`src/rtl/alu_pkg.sv`:
```
// Shared types for the pipelined arithmetic unit: opcode enum, status bit indices, status word.
// Optional build macro ALU_SATURATE_EN is consumed by alu_core_comb.
package alu_pkg;

    localparam int unsigned ALU_OP_W = 2;

    typedef enum logic [ALU_OP_W-1:0] {
        ALU_SUB  = 2'b00,
        ALU_COMP = 2'b01,
        ALU_SUM  = 2'b10,
        ALU_CONV = 2'b11
    } alu_op_e;

    localparam int unsigned ST_OVF  = 0;
    localparam int unsigned ST_ZERO = 1;
    localparam int unsigned ST_NEG  = 2;
    localparam int unsigned ST_PAR  = 3;

    // Field order matches the ST_* indices (par is bit 3, ovf is bit 0).
    typedef struct packed {
        logic par;
        logic neg;
        logic zero;
        logic ovf;
    } status_t;

endpackage

```
`src/rtl/alu_core_comb.sv`:
```
// Combinational datapath: op/A/B -> result and status word.
// Define ALU_SATURATE_EN to clamp overflowing SUB/SUM results instead of wrapping.
module alu_core_comb
    import alu_pkg::*;
#(
    parameter int unsigned M = 8
) (
    input  alu_op_e      op_i,
    input  logic [M-1:0] a_i,
    input  logic [M-1:0] b_i,
    output logic [M-1:0] result_o,
    output logic [3:0]   status_o
);

`ifdef ALU_SATURATE_EN
    localparam logic [M-1:0] MaxPos = {1'b0, {(M-1){1'b1}}};
`endif
    localparam logic [M-1:0] MinNeg = {1'b1, {(M-1){1'b0}}};

    logic [M+1:0] sub_full;
    logic [M:0]   sum_full;
    logic [M-1:0] neg_a;
    logic         sub_ovf;
    logic         sum_ovf;
    logic         a_lt_b;
    logic         ovf;

    always_comb begin
        // A - 2B at M+2 bits; {b, 0} is 2B sign-extended by one bit.
        sub_full = {{2{a_i[M-1]}}, a_i} - {b_i[M-1], b_i, 1'b0};
        sum_full = {a_i[M-1], a_i} + {b_i[M-1], b_i};
        neg_a    = '0 - a_i;
        sub_ovf  = !((sub_full[M+1:M-1] == 3'b000) || (sub_full[M+1:M-1] == 3'b111));
        sum_ovf  = sum_full[M] ^ sum_full[M-1];
        a_lt_b   = $signed(a_i) < $signed(b_i);
    end

    always_comb begin
        result_o = '0;
        ovf      = 1'b0;
        unique case (op_i)
            ALU_SUB: begin
                result_o = sub_full[M-1:0];
                ovf      = sub_ovf;
`ifdef ALU_SATURATE_EN
                if (sub_ovf) result_o = sub_full[M+1] ? MinNeg : MaxPos;
`endif
            end
            ALU_COMP: begin
                result_o = {{(M-1){1'b0}}, a_lt_b};
            end
            ALU_SUM: begin
                result_o = sum_full[M-1:0];
                ovf      = sum_ovf;
`ifdef ALU_SATURATE_EN
                if (sum_ovf) result_o = sum_full[M] ? MinNeg : MaxPos;
`endif
            end
            ALU_CONV: begin
                if (a_i == MinNeg) begin
                    // Most-negative value has no magnitude in M-1 bits; pass it through.
                    result_o = a_i;
                    ovf      = 1'b1;
                end else if (a_i[M-1]) begin
                    result_o = {1'b1, neg_a[M-2:0]};
                end else begin
                    result_o = a_i;
                end
            end
            default: begin
                result_o = '0;
                ovf      = 1'b0;
            end
        endcase
    end

    always_comb begin
        status_o          = '0;
        status_o[ST_OVF]  = ovf;
        status_o[ST_ZERO] = (result_o == '0);
        status_o[ST_NEG]  = result_o[M-1];
        status_o[ST_PAR]  = ~(^result_o);
    end

endmodule

```
`src/rtl/sync_arith_unit_n.sv`:
```
// Two-stage valid/ready pipelined arithmetic unit (SUB, COMP, SUM, CONV) with status word.
// Build macro ALU_SATURATE_EN selects saturating SUB/SUM (see alu_core_comb).
module sync_arith_unit_n
    import alu_pkg::*;
#(
    parameter int unsigned M = 8,
    parameter int unsigned N = 2
) (
    input  logic         i_clk,
    input  logic         i_reset,
    input  logic         i_valid,
    output logic         o_ready,
    input  logic [N-1:0] i_op,
    input  logic [M-1:0] i_arg_A,
    input  logic [M-1:0] i_arg_B,
    output logic         o_valid,
    input  logic         i_ready,
    output logic [M-1:0] o_result,
    output logic [3:0]   o_status
);

    if (M < 4 || M > 32) begin : g_bad_width
        $error("sync_arith_unit_n: M must lie in 4..32");
    end
    if (N != ALU_OP_W) begin : g_bad_op_width
        $error("sync_arith_unit_n: N must equal 2");
    end

    logic         s1_valid_q;
    alu_op_e      op_q;
    logic [M-1:0] a_q;
    logic [M-1:0] b_q;

    logic         out_valid_q;
    logic [M-1:0] result_q;
    status_t      status_q;

    logic         stage2_load;
    logic         stage1_load;
    logic [M-1:0] core_result;
    logic [3:0]   core_status;

    // Handshake depends only on i_ready and register state, never on i_valid.
    always_comb begin
        stage2_load = !out_valid_q || i_ready;
        stage1_load = !s1_valid_q || stage2_load;
        o_ready     = stage1_load;
    end

    always_ff @(posedge i_clk or posedge i_reset) begin
        if (i_reset) begin
            s1_valid_q <= 1'b0;
            op_q       <= ALU_SUB;
            a_q        <= '0;
            b_q        <= '0;
        end else if (stage1_load) begin
            s1_valid_q <= i_valid;
            if (i_valid) begin
                op_q <= alu_op_e'(i_op);
                a_q  <= i_arg_A;
                b_q  <= i_arg_B;
            end
        end
    end

    alu_core_comb #(
        .M (M)
    ) u_core (
        .op_i     (op_q),
        .a_i      (a_q),
        .b_i      (b_q),
        .result_o (core_result),
        .status_o (core_status)
    );

    // Output registers hold their value across bubbles and stalls.
    always_ff @(posedge i_clk or posedge i_reset) begin
        if (i_reset) begin
            out_valid_q <= 1'b0;
            result_q    <= '0;
            status_q    <= '0;
        end else if (stage2_load) begin
            out_valid_q <= s1_valid_q;
            if (s1_valid_q) begin
                result_q <= core_result;
                status_q <= status_t'(core_status);
            end
        end
    end

    always_comb begin
        o_valid  = out_valid_q;
        o_result = result_q;
        o_status = status_q;
    end

endmodule
```
`config.mk`:
```
export PLATFORM = sky130hd
export DESIGN_NAME = sync_arith_unit_n
export DESIGN_NICKNAME = d
export VERILOG_FILES = /design/src/rtl/alu_pkg.sv /design/src/rtl/alu_core_comb.sv /design/src/rtl/sync_arith_unit_n.sv
export SDC_FILE = /design/constraint.sdc
export NUM_CORES = 1
export LEC_CHECK = 0
export ABC_AREA = 1
export CORE_MARGIN = 2
export CORE_UTILIZATION = 38
export CTS_CLUSTER_DIAMETER = 100
export DETAILED_ROUTE_END_ITERATION = 12
export SLEW_MARGIN = 0
export SYNTH_ARGS = -nofsm -noshare
export SYNTH_HDL_FRONTEND = slang
export SYNTH_SLANG_ARGS = --single-unit
```
`constraint.sdc`:
```
create_clock -name i_clk -period 2.36 [get_ports i_clk]
set_input_delay 0.472 -clock i_clk [delete_from_list [all_inputs] [get_ports i_clk]]
set_output_delay 0.472 -clock i_clk [all_outputs]
set_load 0.005 [all_outputs]
```
==> results of run 1 <==
==> worst max-delay path by stage <==
stage | endpoint | startpoint | cells past startpoint
floorplan | o_status[3] | a_q[1] | 15
finish | o_status[3] | b_q[0] | 15
global route | o_status[3] | b_q[0] | 14
CTS | o_status[3] | b_q[0] | 15
global placement | o_status[3] | b_q[0] | 14
detailed placement | o_status[3] | b_q[0] | 15
==> per-layer routing <==
| metal | vias up | GRT usage, % |
|---|---|---|
| met1 | 1204 | 25.5 |
| met2 | 57 | 34.3 |
| met5 | - | 0 |
| met3 | 19 | 2.95 |
| li1 | 1372 | - |
| met4 | 0 | 5.26 |
==> metrics by stage <==
stage | TNS [ps] | hold WS (ps) | setup slack, ps
2_1_floorplan | -4.89 | 472 | -4.89
3_3_place_gp | -118 | 467 | -118
3_5_place_dp | -151 | 472 | -151
4_1_cts | -195 | 491 | -107
5_1_grt | -378 | 511 | -227
6_report | -130 | 481 | -130
==> sequential cells by signal, summed over array words and instances, names as in the netlist <==
register and flops:
a_q 8, b_q 8, o_result 8, o_status 3, op_q 2, o_valid 1
s1_valid_q 1
==> power breakdown <==
group	internal (W)	switching, W
Sequential	0.000666	0.0000903
Combinational	0.00121	0.00115
Clock	0.000266	0.000196
==> cells in the mapped netlist <==
library cell	count
nor3_1	1
xor2_1	2
a21oi_2	6
nor4_1	1
inv_1	48
nand2_1	88
a31oi_1	1
and2_1	1
nand2_2	4
dfrtp_1	31
nor2_2	6
inv_2	11
buf_6	1
clkbuf_1	1
o31a_1	1
o21ai_0	8
o221ai_2	1
fa_1	2
or2_1	1
o21ai_2	1
buf_2	3
xnor2_1	3
buf_4	2
a21oi_1	30
o22ai_1	2
nand4_1	6
mux2_2	2
o21ai_1	5
or2_2	1
nand3_2	3
nor2_1	26
ha_1	28
nor2_4	1
o211ai_1	1
nand3_1	35
==> worst register-to-register path, stage by stage, from the launching register on <==
cell     delay (ps)
dfrtp_2         440
ha_4            180
fa_2            350
inv_2            60
nand2_2          60
nand2_4          90
nand3_4          90
nand2_4          80
nand2_2          50
nand2_2         100
o22ai_2          80
nor2_2          170
ha_4            240
xnor2_4         160
xnor2_2         130
o21ai_1         100
==> cells by family after synthesis <==
family,synth area share (%)
AND/OR/NAND/NOR,29.8
buffers and inverters,10.2
AO/OA/AOI/OAI,12.6
flip-flops,29.8
adder cells (fa/ha/maj),15.0
XOR/XNOR,1.68
multiplexers,0.866
==> layout make-up <==
class | instances | area, sq um | share of cell area (%)
Clock buffer | 8 | 100 | 2.64
Timing Repair Buffer | 98 | 831 | 21.9
Tap cell | 80 | 100 | 2.64
Sequential cell | 31 | 777 | 20.5
Inverter | 59 | 221 | 5.84
Multi-Input combinational cell | 267 | 1760 | 46.5
==> cells in the final DEF, fill, tap and decap left out, types with 17 or more instances in the layout <==
master / count
nand3_1: 28
ha_1: 23
nand2_1: 80
buf_4: 61
inv_1: 42
nor2_1: 25
dfrtp_1: 30
inv_2: 17
clkdlybuf4s50_1: 35
a21oi_1: 29
==> what timing repair did <==
item | in CTS | in global routing
endpoints found under the setup margin | 1 | 3
resized for setup | 9 | 36
pin swaps | 11 | 21
buffers inserted | 20 | 6
==> impl_metrics.json, run 1 <==
{
  "outcome": "finished, violations left",
  "violations": "negative setup slack",
  "syn_area_sq_um": 2600,
  "critical_path_required_ps": 2520,
  "cts_tree": "yes",
  "nets": 514,
  "layout-drive-gt1-share_pct": 31.5,
  "min_period_ps": 2490,
  "crit_path_frequent_cell": "nand2_2",
  "synth_cell_types": 35,
  "regToRegSetupSlack_ps": -130,
  "syn_area_per_cell_sq_um": 7.14,
  "reg2reg_from": "b_q[0]",
  "avgRoutedWirePerCell_um": 13.2,
  "post-place-cells": 516,
  "relSlewSlack_pct": 73.1,
  "grt_pass1_vias": 2525,
  "firstDrtPassIters": 5,
  "synth-seq-cells": 31,
  "io_pins": 36,
  "path_delay_family": "adder cells",
  "min_from": "o_status[0]",
  "cp_max_fo": 3,
  "worst_pin_slew_ps": 404,
  "place_area_sq_um": 3350,
  "critical_path_class": "flip-flop to flip-flop",
  "end_kind": "flip-flop",
  "setup-violations-final": 1,
  "h-tree-depth": 2,
  "yosysTopAreaCellShare_pct": 29.8,
  "num_rows": 30,
  "utilization_pct": 56.4,
  "finalHoldViolCount": 0,
  "start_util_pct": 38.7,
  "crit_buf_inv": 1,
  "die_h_um": 86.7,
  "cts_max_path_buffers": 2,
  "max_freq_mhz": 402,
  "grt_max_degree": 32,
  "fin_ws_ps": -130,
  "via_count": 2652,
  "min_to": "o_status[0]",
  "cts_buffers": 5,
  "synthCells": 364,
  "ys_top_cells_by_area": "dfrtp_1 (30%), ha_1 (13%), nand2_1 (13%)",
  "p_per_area_nw_per_um2": 945,
  "wirelength_um": 7140,
  "antenna_found_initial": 0,
  "grt_overflow": 0,
  "die-area_sq_um": 7520,
  "clock_latency_ps": 280,
  "seq_area_frac_synth_pct": 29.8,
  "drtIter0Drc": 186,
  "cap_violations": 0,
  "num-fill-cells": 639,
  "clockRootBuffer": "clkbuf_8",
  "final_cell_area_sq_um": 3790,
  "final-instance-count-excl-fill": 543,
  "antenna_cells": 0,
  "ant_nets": 0,
  "highest_layer": "met4",
  "drc": 0,
  "hold_path.class": "flip-flop to flip-flop",
  "report.final.slew_viol_count": 0,
  "cp_cell_sequence": "ha_4 > fa_2 > inv_2 > nand2_2 > nand2_4 > nand3_4 > nand2_4 > nand2_2 > nand2_2 > o22ai_2 > nor2_2 > ha_4 > xnor2_4 > xnor2_2 > o21ai_1",
  "cp-start-kind": "flip-flop",
  "coreArea_sq_um": 6720,
  "reg2reg_depth": 15,
  "cp_slowest_cell": "dfrtp_2",
  "area_delta_synth_final_pct": 45.8,
  "yosysTopAreaCell": "dfrtp_1",
  "cts.sinks": 31,
  "hold_depth": 2,
  "place_congestion": 0.892,
  "die_w_um": 86.7,
  "worstReg2RegEnd": "o_status[3]",
  "yosys_warnings": 0,
  "power.leakage_nw": 1.91,
  "slowest_delay_ps": 440,
  "finalCritPeriodShare_pct": 106,
  "met3_wirelength_um": 204,
  "clock_skew_ps": 6.22,
  "hpwl_um": 5540,
  "p_total_w": 0.00358,
  "port_buffers": 35,
  "syn_nets": 416,
  "clk_pin_slew_ps": 60,
  "grt_pass1_wl_um": 11800,
  "arrival_ps": 2650,
  "dr_wl_met2_um": 3440,
  "drt-vias-per-instance": 4.88,
  "ir_drop_mv": 0.399,
  "grt_usage_pct": 19.7,
  "met1_length_um": 3300,
  "rsz0062_at_grt": "yes",
  "cts_hold_buf": 0
}
(Power assumes the default switching activity.)
==> run 2: changes to the inputs <==
- CTS_CLUSTER_DIAMETER: 100 -> 200
==> results of run 2 <==
Final layout, timing and power as in run 1 (identical DEF).
==> run 3: changes to the inputs <==
- ABC_CLOCK_PERIOD_IN_PS: unset -> 2360
- PLACE_DENSITY: unset -> 0.6
==> results of run 3 <==
Final layout, timing and power as in run 1 (identical DEF).
